**src/rtl/matrix_row_gather.sv**
```systemverilog
// Gathers DIM0-wide row beats into DIM0xDIM1 matrices.
// Two ping-pong banks: one fills while the other drains.
module matrix_row_gather #(
  parameter int DATA_WIDTH = 8,
  parameter int DIM0       = 4,
  parameter int DIM1       = 4
) (
  input  logic                                  clk,
  input  logic                                  rst,
  input  logic [DIM0-1:0][DATA_WIDTH-1:0]       in_data,
  input  logic                                  in_valid,
  output logic                                  in_ready,
  output logic [DIM0*DIM1-1:0][DATA_WIDTH-1:0]  out_data,
  output logic                                  out_valid,
  input  logic                                  out_ready
);

  localparam int N  = DIM0 * DIM1;
  localparam int CW = (DIM1 > 1) ? $clog2(DIM1) : 1;

  logic [N-1:0][DATA_WIDTH-1:0] bank0;
  logic [N-1:0][DATA_WIDTH-1:0] bank1;
  logic [1:0]                   full;
  logic [1:0]                   full_nxt;
  logic                         wr_bank;
  logic                         rd_bank;
  logic [CW-1:0]                row_cnt;
  logic                         accept;
  logic                         take;
  logic                         last;

  assign in_ready  = !full[wr_bank];
  assign out_valid = full[rd_bank];
  assign out_data  = rd_bank ? bank1 : bank0;

  assign accept = in_valid && in_ready;
  assign take   = out_valid && out_ready;
  assign last   = (row_cnt == CW'(DIM1 - 1));

  // Completion and drain always target different banks.
  always_comb begin
    full_nxt = full;
    if (accept && last) full_nxt[wr_bank] = 1'b1;
    if (take)           full_nxt[rd_bank] = 1'b0;
  end

  always_ff @(posedge clk or posedge rst) begin
    if (rst) begin
      bank0 <= '0;
      bank1 <= '0;
    end else if (accept) begin
      for (int r = 0; r < DIM1; r++) begin
        if (row_cnt == CW'(r)) begin
          if (wr_bank) bank1[r*DIM0 +: DIM0] <= in_data;
          else         bank0[r*DIM0 +: DIM0] <= in_data;
        end
      end
    end
  end

  always_ff @(posedge clk or posedge rst) begin
    if (rst) begin
      full    <= 2'b00;
      wr_bank <= 1'b0;
      rd_bank <= 1'b0;
      row_cnt <= '0;
    end else begin
      full <= full_nxt;
      if (accept) begin
        if (last) begin
          row_cnt <= '0;
          wr_bank <= !wr_bank;
        end else begin
          row_cnt <= row_cnt + 1'b1;
        end
      end
      if (take) rd_bank <= !rd_bank;
    end
  end

endmodule

```
**config.mk**
```make
export PLATFORM = sky130hd
export DESIGN_NAME = matrix_row_gather
export DESIGN_NICKNAME = d
export VERILOG_FILES = /design/src/rtl/matrix_row_gather.sv
export SDC_FILE = /design/constraint.sdc
export NUM_CORES = 1
export LEC_CHECK = 0
export ABC_AREA = 1
export CELL_PAD_IN_SITES_DETAIL_PLACEMENT = 1
export CELL_PAD_IN_SITES_GLOBAL_PLACEMENT = 2
export CORE_MARGIN = 2
export CORE_UTILIZATION = 35
export DETAILED_ROUTE_END_ITERATION = 8
export GPL_ROUTABILITY_DRIVEN = 0
export PLACE_DENSITY = 0.95
export SKIP_CTS_REPAIR_TIMING = 1
export SLEW_MARGIN = 20
export SYNTH_ARGS = -nofsm -noshare
export SYNTH_HDL_FRONTEND = slang
export SYNTH_SLANG_ARGS = --single-unit
```
**constraint.sdc**
```tcl
create_clock -name clk -period 22.6 [get_ports clk]
set_input_delay 4.52 -clock clk [delete_from_list [all_inputs] [get_ports clk]]
set_output_delay 4.52 -clock clk [all_outputs]
set_load 0.01 [all_outputs]
```
* Word-level counts from Yosys, hierarchy flattened
Index checks and enable logic that the tools add are counted.
W data, S select, Z words.
** Word-level totals
- Bits in latches :: 0
- Bits of input ports :: 36
- Memories kept :: 0
- RAM bits :: 0
- Memory bits (read-only) :: 0
- Flip-flop bits (word level) :: 262
** Cells by class
- Bitwise logic cells :: 4
- Shift-type cells :: 0
- Divide/modulo/power cells :: 0
- Add/subtract/negate cells :: 1
- Multiply operators :: 0
- Magnitude comparators :: 4
- Reduce and logical (&&, ||, !) cells :: 18
- Eq/ne operators :: 3
- Multiplexer cells :: 12
** Operator list (count)
- $mux W128 :: 1
- $reduce_and A3 Y1 :: 8
- $mux W1 :: 6
- $mux W2 :: 3
- $logic_and A1 B1 Y1 :: 5
- $eq A2 B2 Y1 const B :: 2
- $lt A1 B2 Y1 const B :: 2
- $logic_not A1 Y1 :: 3
- $add A2 B1 Y2 const B :: 1
- $and A2 B2 Y2 :: 1
- $demux W1 S1 :: 2
- $eq A2 B1 Y1 const B :: 1
- $ge A1 B1 Y1 const B :: 2
- $logic_not A2 Y1 :: 1
- $not A2 Y2 :: 1
- $or A2 B2 Y2 :: 1
- $reduce_and A2 Y1 :: 1
- $not A1 Y1 :: 1

* Logic depth before layout (Yosys ltp)
Gate-level depths: netlist (run 1).
- Depth after elaboration :: 8
- Gate-level depth with buffers :: 7
- Depth with buffers taken out :: 5

* Least setup slack after synthesis (run 1)
OpenSTA, ideal clock, no wires.
- Path kind :: register to output
- From :: reg rd_bank
- To :: out out_data[20] (netlist bit)
- Cell stages (with the launch flop) :: 6
- Data required time :: 18080 ps
- Path slack :: 16901 ps
- Arrival time :: 1179 ps
- Buffers on the path :: 2
- Cells stage by stage :: dfrtp_1 inv_1 clkbuf_1 clkbuf_1 nand2_1 nand2_1
** RTL lines
- start: declaration :: RTL line 26 : logic rd_bank;
- start signal: assignment :: RTL line 77 : if (take) rd_bank <= !rd_bank;
- end: declaration :: RTL line 13 : output logic [DIM0*DIM1-1:0][DATA_WIDTH-1:0] out_data,

==> metrics.md, run 1 <==
| Metric | Value |
|---|---|
| Grt total ovfl | `0` |
| Dpl hpwl | `24500 microns` |
| First-pass GRT wire length | `63500 microns` |
| Layout area overhead | `24.3%` |
| Skew final | `0.0166 ns` |
| Root Buffer | `clkbuf_16` |
| CTS Buf Count | `30` |
| Final Hold Viols | `0` |
| Minimum clock period | `7.91 ns` |
| Most common cell after layout, fill and taps aside | `nand2_1` |
| Pwr Density | `159 mW/mm^2` |
| Routed wl met3 | `2090 microns` |
| Total track usage | `22.6%` |
| Clock sink count | `262` |
| Vias in the first global route | `11355` |
| Hold WS | `0.472 ns` |
| Synth Cell Area | `0.0117 sq mm` |
| Data required time of the worst path | `18.08 ns` |
| Crit Path Max Fanout | `69` |
| I/O Buffers | `165` |
| FP Rows | `67` |
| Met2 wire len | `19600 microns` |
| Slew margin rel. | `27.2%` |
| Share of the synthesized area in the top cell type | `56.0%` |
| Synth cell types | `18` |
| Worst slew pin tran | `1.09 ns` |
| Clk Latency, worst-skew pair | `0.55 ns` |
| Critical Path, Cell by Cell | `inv_4 > buf_4 > nand2_1 > nand2_1 > clkdlybuf4s50_1` |
| Syn_nets | `1510` |
| Share of cells above drive strength 1 | `4.79%` |
| Maximum vdd drop | `76.2 uV` |
| Top cell type by total area after synthesis | `dfrtp_1` |
| Max-cap violations | `0` |
| Die width | `187 microns` |
| Max incr delay on CP | `0.73 ns` |
| Leak pwr | `7.40 nW` |
| Placed cell count | `1982` |
| Die height | `187 microns` |
| #FFs+latches synth | `262` |
| Layout net count | `1606` |
| TritonCTS clock tree | `yes` |
| Antenna Violating Nets Remaining | `0` |
| WP data arrival | `3.39 ns` |
| Drt drc | `0` |
| Most frequent CP cell | `nand2_1` |
| Tcrit/Tclk final | `35.0%` |
| Initial antenna violation count | `1` |
| Worst Hold Depth | `2` |
| Via density | `5.20` |
| Setup CP Type | `flop to primary output` |
| H-tree Lvls | `1` |
| Number of detailed-route iterations in the first pass | `5` |
| I/O pin count | `166` |
| Final setup vio count | `0` |
| Pin count of the biggest net entering global routing | `120` |
| Commonest cells after routing, fill and taps aside | `775 x nand2_1, 261 x dfrtp_1, 164 x clkdlybuf4s50_1, 132 x o21ai_0, 129 x nand4_1` |
| Seq/Total Area, Yosys | `56.0%` |
| Path depth of the worst reg2reg path | `5` |
| Synth Instances | `1470` |
| WL met1 | `17100 microns` |
| Yosys Warn Count | `0` |
| Setup tns final | `0 ns` |
| CP max stage cell | `buf_4` |
| Die area | `0.0350 sq mm` |
| Initial Utilization | `35.2%` |
| Syn_area_per_cell | `7.97 sq um` |
| Vias | `10591` |
| Wire per inst | `19.4 microns` |
| Class of the worst hold path | `flop to flop` |
| Outcome | `complete, no violations` |
| Fmax | `126 MHz` |
| CTS Buffer Depth | `3` |
| Core Util, Final | `43.8%` |
| Setup repair after global routing missed its margin | `false` |
| Max-slew violation count | `0` |
| Max layer used | `met4` |
| Final Power | `2.32 mW` |
| Top cells by area, synth | `dfrtp_1 56%, nand2_1 25%, nand4_1 6.9%, o21ai_0 5.6%, clkbuf_1 2.1%` |
| Final WL | `39500 microns` |
| Nature of the critical path endpoint | `primary output` |
| Clk slew on worst S/H paths | `0.06 ns` |
| Cell Count, Final, Fillers Out | `2037` |
| Core Box Area | `0.0333 sq mm` |
| Reg-to-reg slack, setup | `19.63 ns` |
| Startpoint types | `flop` |
| Initial DRC Count | `648` |
sequential cells by signal, summed over array words and instances (netlist names):
name,count
rd_bank,1
bank1,128
full,2
wr_bank,1
row_cnt,2
bank0,128
where the power goes:
part           total, mW  internal [mW]  switching [mW]
Combinational       1.01          0.423           0.588
Sequential         0.830          0.684           0.146
Clock              0.479          0.283           0.196
routing by layer:
metal	track usage [%]	vias up
met1	29.4	5327
met4	4.95	0
li1	-	4923
met2	39.1	292
met3	4.30	49
met5	0	-
cell families (layout without fill, tap and decap cells):
kind of cell / Yosys count / count (layout) / share of synthesized area, %
buffers and inverters: 151 / 269 / 5.27
AOI/OAI and AO/OA: 134 / 134 / 5.74
DFF: 262 / 262 / 56.0
other: 0 / 1 / 0
and+or+nand+nor: 919 / 919 / 32.6
adders and majority gates: 4 / 4 / 0.427
path summary, 6_finish.rpt:
check | from | to
max reg2reg | row_cnt[0] | bank0[30]
min reg2reg | bank1[102] | bank1[102]
min | bank1[102] | bank1[102]
min in group asynchronous | rst | bank0[89]
max in group asynchronous | rst | bank0[74]
max | rd_bank | out_data[60]
synthesized netlist by cell type:
master	instances
nand2_1	775
nor2_1	1
a21oi_1	1
dfrtp_1	262
a21boi_0	1
buf_4	2
buf_1	6
nand4_1	129
inv_1	40
nand3_1	7
inv_2	1
nand3_2	3
buf_2	35
nor2_4	2
o21ai_0	132
clkbuf_1	67
ha_1	4
or2_2	2
through the flow:
step                      setup slack (ns)  area [sq um]
final                                14.69         14600
after detailed placement             15.14         13600
after CTS                            14.57         14600
after global routing                 14.43         14600
after global placement               15.21         13600
after floorplan                      10.87         11700
layout make-up:
type	count	area, sq um
repair buffers	174	1720
flip-flops and latches	262	6560
multi-input cells	1057	4590
well taps	448	561
diodes	1	2.50
fillers	3990	18700
clock inverters	5	31.3
inverters	41	164
clock buffers	49	943
worst max-delay path, delay by kind of cell (launching register included):
kind                   cells  cell delay (ns)
buffers and inverters      3             1.85
flip-flops                 1             0.70
AND/OR/NAND/NOR            2             0.24
(Power assumes the default switching activity.)
==> inputs of run 2 (changes only) <==
--- a/config.mk
+++ b/config.mk
@@ -9,10 +9,10 @@
 export CELL_PAD_IN_SITES_DETAIL_PLACEMENT = 1
 export CELL_PAD_IN_SITES_GLOBAL_PLACEMENT = 2
 export CORE_MARGIN = 2
-export CORE_UTILIZATION = 35
+export CORE_UTILIZATION = 32
 export DETAILED_ROUTE_END_ITERATION = 8
 export GPL_ROUTABILITY_DRIVEN = 0
-export PLACE_DENSITY = 0.95
+export PLACE_DENSITY = 0.9
 export SKIP_CTS_REPAIR_TIMING = 1
 export SLEW_MARGIN = 20
 export SYNTH_ARGS = -nofsm -noshare
==> constraint.sdc (replaced) <==
create_clock -name clk -period 7.8 [get_ports clk]
set_input_delay 1.56 -clock clk [delete_from_list [all_inputs] [get_ports clk]]
set_output_delay 1.56 -clock clk [all_outputs]
set_load 0.01 [all_outputs]
==> run 2 against run 1 <==
Compared with the run above:
- combinational power increased to 2.9 times the previous value
- hold slack lost 0.00058 ns
- final area up 1.5%
- die area increased by 9.2%
- sequential cell count stayed put
- clock-buffer cell count is 9 lower
- critical path depth stayed put
- largest cell class unchanged
==> metrics.md, run 2 (synthesis results as in run 1) <==
| Metric | Value |
|---|---|
| Cell family with most CP delay | `buffers and inverters` |
| Crit Path Max Fanout | `77` |
| Number of detailed-route iterations in the first pass | `5` |
| Die area | `0.0382 sq mm` |
| Tcrit/Tclk final | `66.0%` |
| Max-slew violation count | `0` |
| Clock sink count | `262` |
| TritonCTS clock tree | `yes` |
| Final Power | `6.96 mW` |
| Most common cell after layout, fill and taps aside | `nand2_1` |
| Vias in the first global route | `11150` |
| Number of inserted diodes | `0` |
| H-tree Lvls | `1` |
| Data required time of the worst path | `6.24 ns` |
| FP Rows | `70` |
| Clk slew on worst S/H paths | `0.06 ns` |
| Max-cap violations | `0` |
| Nature of the critical path endpoint | `primary output` |
| Critical Path, Cell by Cell | `inv_4 > buf_4 > nand2_1 > nand2_1 > clkdlybuf4s50_1` |
| Slew margin rel. | `25.5%` |
| Core Box Area | `0.0363 sq mm` |
| Share of cells above drive strength 1 | `5.40%` |
| Area of the multi-input gates | `0.00460 sq mm` |
| Setup WS pre-CTS | `3.11 ns` |
| Setup repair after global routing missed its margin | `false` |
| Fmax | `194 MHz` |
| Final Hold Viols | `0` |
| Vias | `10480` |
| Most frequent CP cell | `nand2_1` |
| Pwr Density | `470 mW/mm^2` |
| Total track usage | `21.5%` |
| Met1 usage | `28.7%` |
| Met3 Track Usage GR | `2.68%` |
| Root Buffer | `clkbuf_16` |
| FF+latch area | `0.00656 sq mm` |
| Maximum vdd drop | `224 uV` |
| Setup CP Type | `flop to primary output` |
| Layout net count | `1608` |
| Clk Latency, worst-skew pair | `0.55 ns` |
| Drt drc | `0` |
| First-pass GRT wire length | `64700 microns` |
| Die width | `195 microns` |
| GR Util met2 | `37.3%` |
| Initial antenna violation count | `0` |
| Max incr delay on CP | `0.75 ns` |
| Commonest cells after routing, fill and taps aside | `775 x nand2_1, 261 x dfrtp_1, 164 x clkdlybuf4s50_1, 132 x o21ai_0, 129 x nand4_1` |
| Antenna Violating Nets Remaining | `0` |
| I/O pin count | `166` |
| Initial Utilization | `32.2%` |
| Class of the worst hold path | `flop to flop` |
| Via density | `5.09` |
| Leak pwr | `7.49 nW` |
| Grt total ovfl | `0` |
| Top flop regs | `bank0: 128 flops, bank1: 128 flops` |
| Minimum clock period | `5.15 ns` |
| CP max stage cell | `dfrtp_4` |
| I/O Buffers | `165` |
| Final worst-path setup slack | `2.65 ns` |
| Worst Path Buf+Inv | `3` |
| Pin count of the biggest net entering global routing | `157` |
| Layout area overhead | `26.2%` |
| Outcome | `complete, no violations` |
| Dpl hpwl | `24100 microns` |
| Wire per inst | `19.8 microns` |
| Skew final | `0.0106 ns` |
| Initial DRC Count | `585` |
| Final setup vio count | `0` |
| Worst slew pin tran | `1.12 ns` |
| CTS Buffer Depth | `3` |
| Startpoint types | `flop` |
| Filler instances | `4282` |
| WP data arrival | `3.59 ns` |
| CTS Buf Count | `30` |
| Die height | `195 microns` |
| Final WL | `40900 microns` |
| Setup tns final | `0 ns` |
| Top Usage Layer GRT | `met2` |
## run 2: cell count changes in the layout (fill, tap and decap cells not counted), moves of 2 or more
cell / delta
bufinv_16: +7
clkbuf_8: -3
buf_4: +2
nand3_4: +2
clkbuf_1: -6
inv_8: -2
clkinv_2: +3
nand3_2: -2
clkinvlp_4: +2
## run 2: through the flow
step / hold WS (ns) / utilization (%) / cell area [sq um] / cells
2_1_floorplan: 0.442 / - / 11700 / 1470
3_3_place_gp: 0.454 / 37.6 / 13700 / 2004
3_5_place_dp: 0.459 / 37.6 / 13700 / 2004
4_1_cts: 0.474 / 40.7 / 14800 / 2060
5_1_grt: 0.497 / 40.7 / 14800 / 2060
6_report: 0.471 / 40.7 / 14800 / 2060
## run 2: path summary, 6_finish.rpt
check                           startpoint            end  slack, ns  cells past startpoint
worst max-delay path               rd_bank  out_data[116]       2.65                      5
worst min-delay path             bank1[84]      bank1[84]       0.47                      2
worst max register to register  row_cnt[0]      bank1[28]       4.80                      5
worst min register to register   bank1[84]      bank1[84]       0.47                      2
max in group asynchronous              rst      bank1[76]       4.82                      3
min in group asynchronous              rst      bank0[99]       1.52                      2
## run 2: tightest hold or removal path: stages (launching register included)
cell and delay [ns]:
dfrtp_1 0.34, nand2_1 0.05, nand2_1 0.04
## run 2: routing by layer
layer	vias to the layer above	routed length (microns)
met2	248	20300
met3	48	1790
li1	4912	-
met5	-	0
met1	5272	18100
met4	0	744
## run 2: layout make-up
| type | instances | share of cell area [%] |
|---|---|---|
| Sequential cell | 262 | 44.3 |
| Multi-Input combinational cell | 1057 | 31.1 |
| Timing Repair Buffer | 176 | 11.8 |
| Clock buffer | 40 | 5.95 |
| Tap cell | 468 | 3.96 |
| Clock inverter | 16 | 1.77 |
| Inverter | 41 | 1.08 |
## run 2: where the power goes
part           total (mW)  internal, mW  leakage, nW  switching (mW)
Sequential           2.41          1.98         3.33           0.426
Combinational        2.94          1.23         3.60            1.71
Clock                1.61          1.02        0.565           0.588
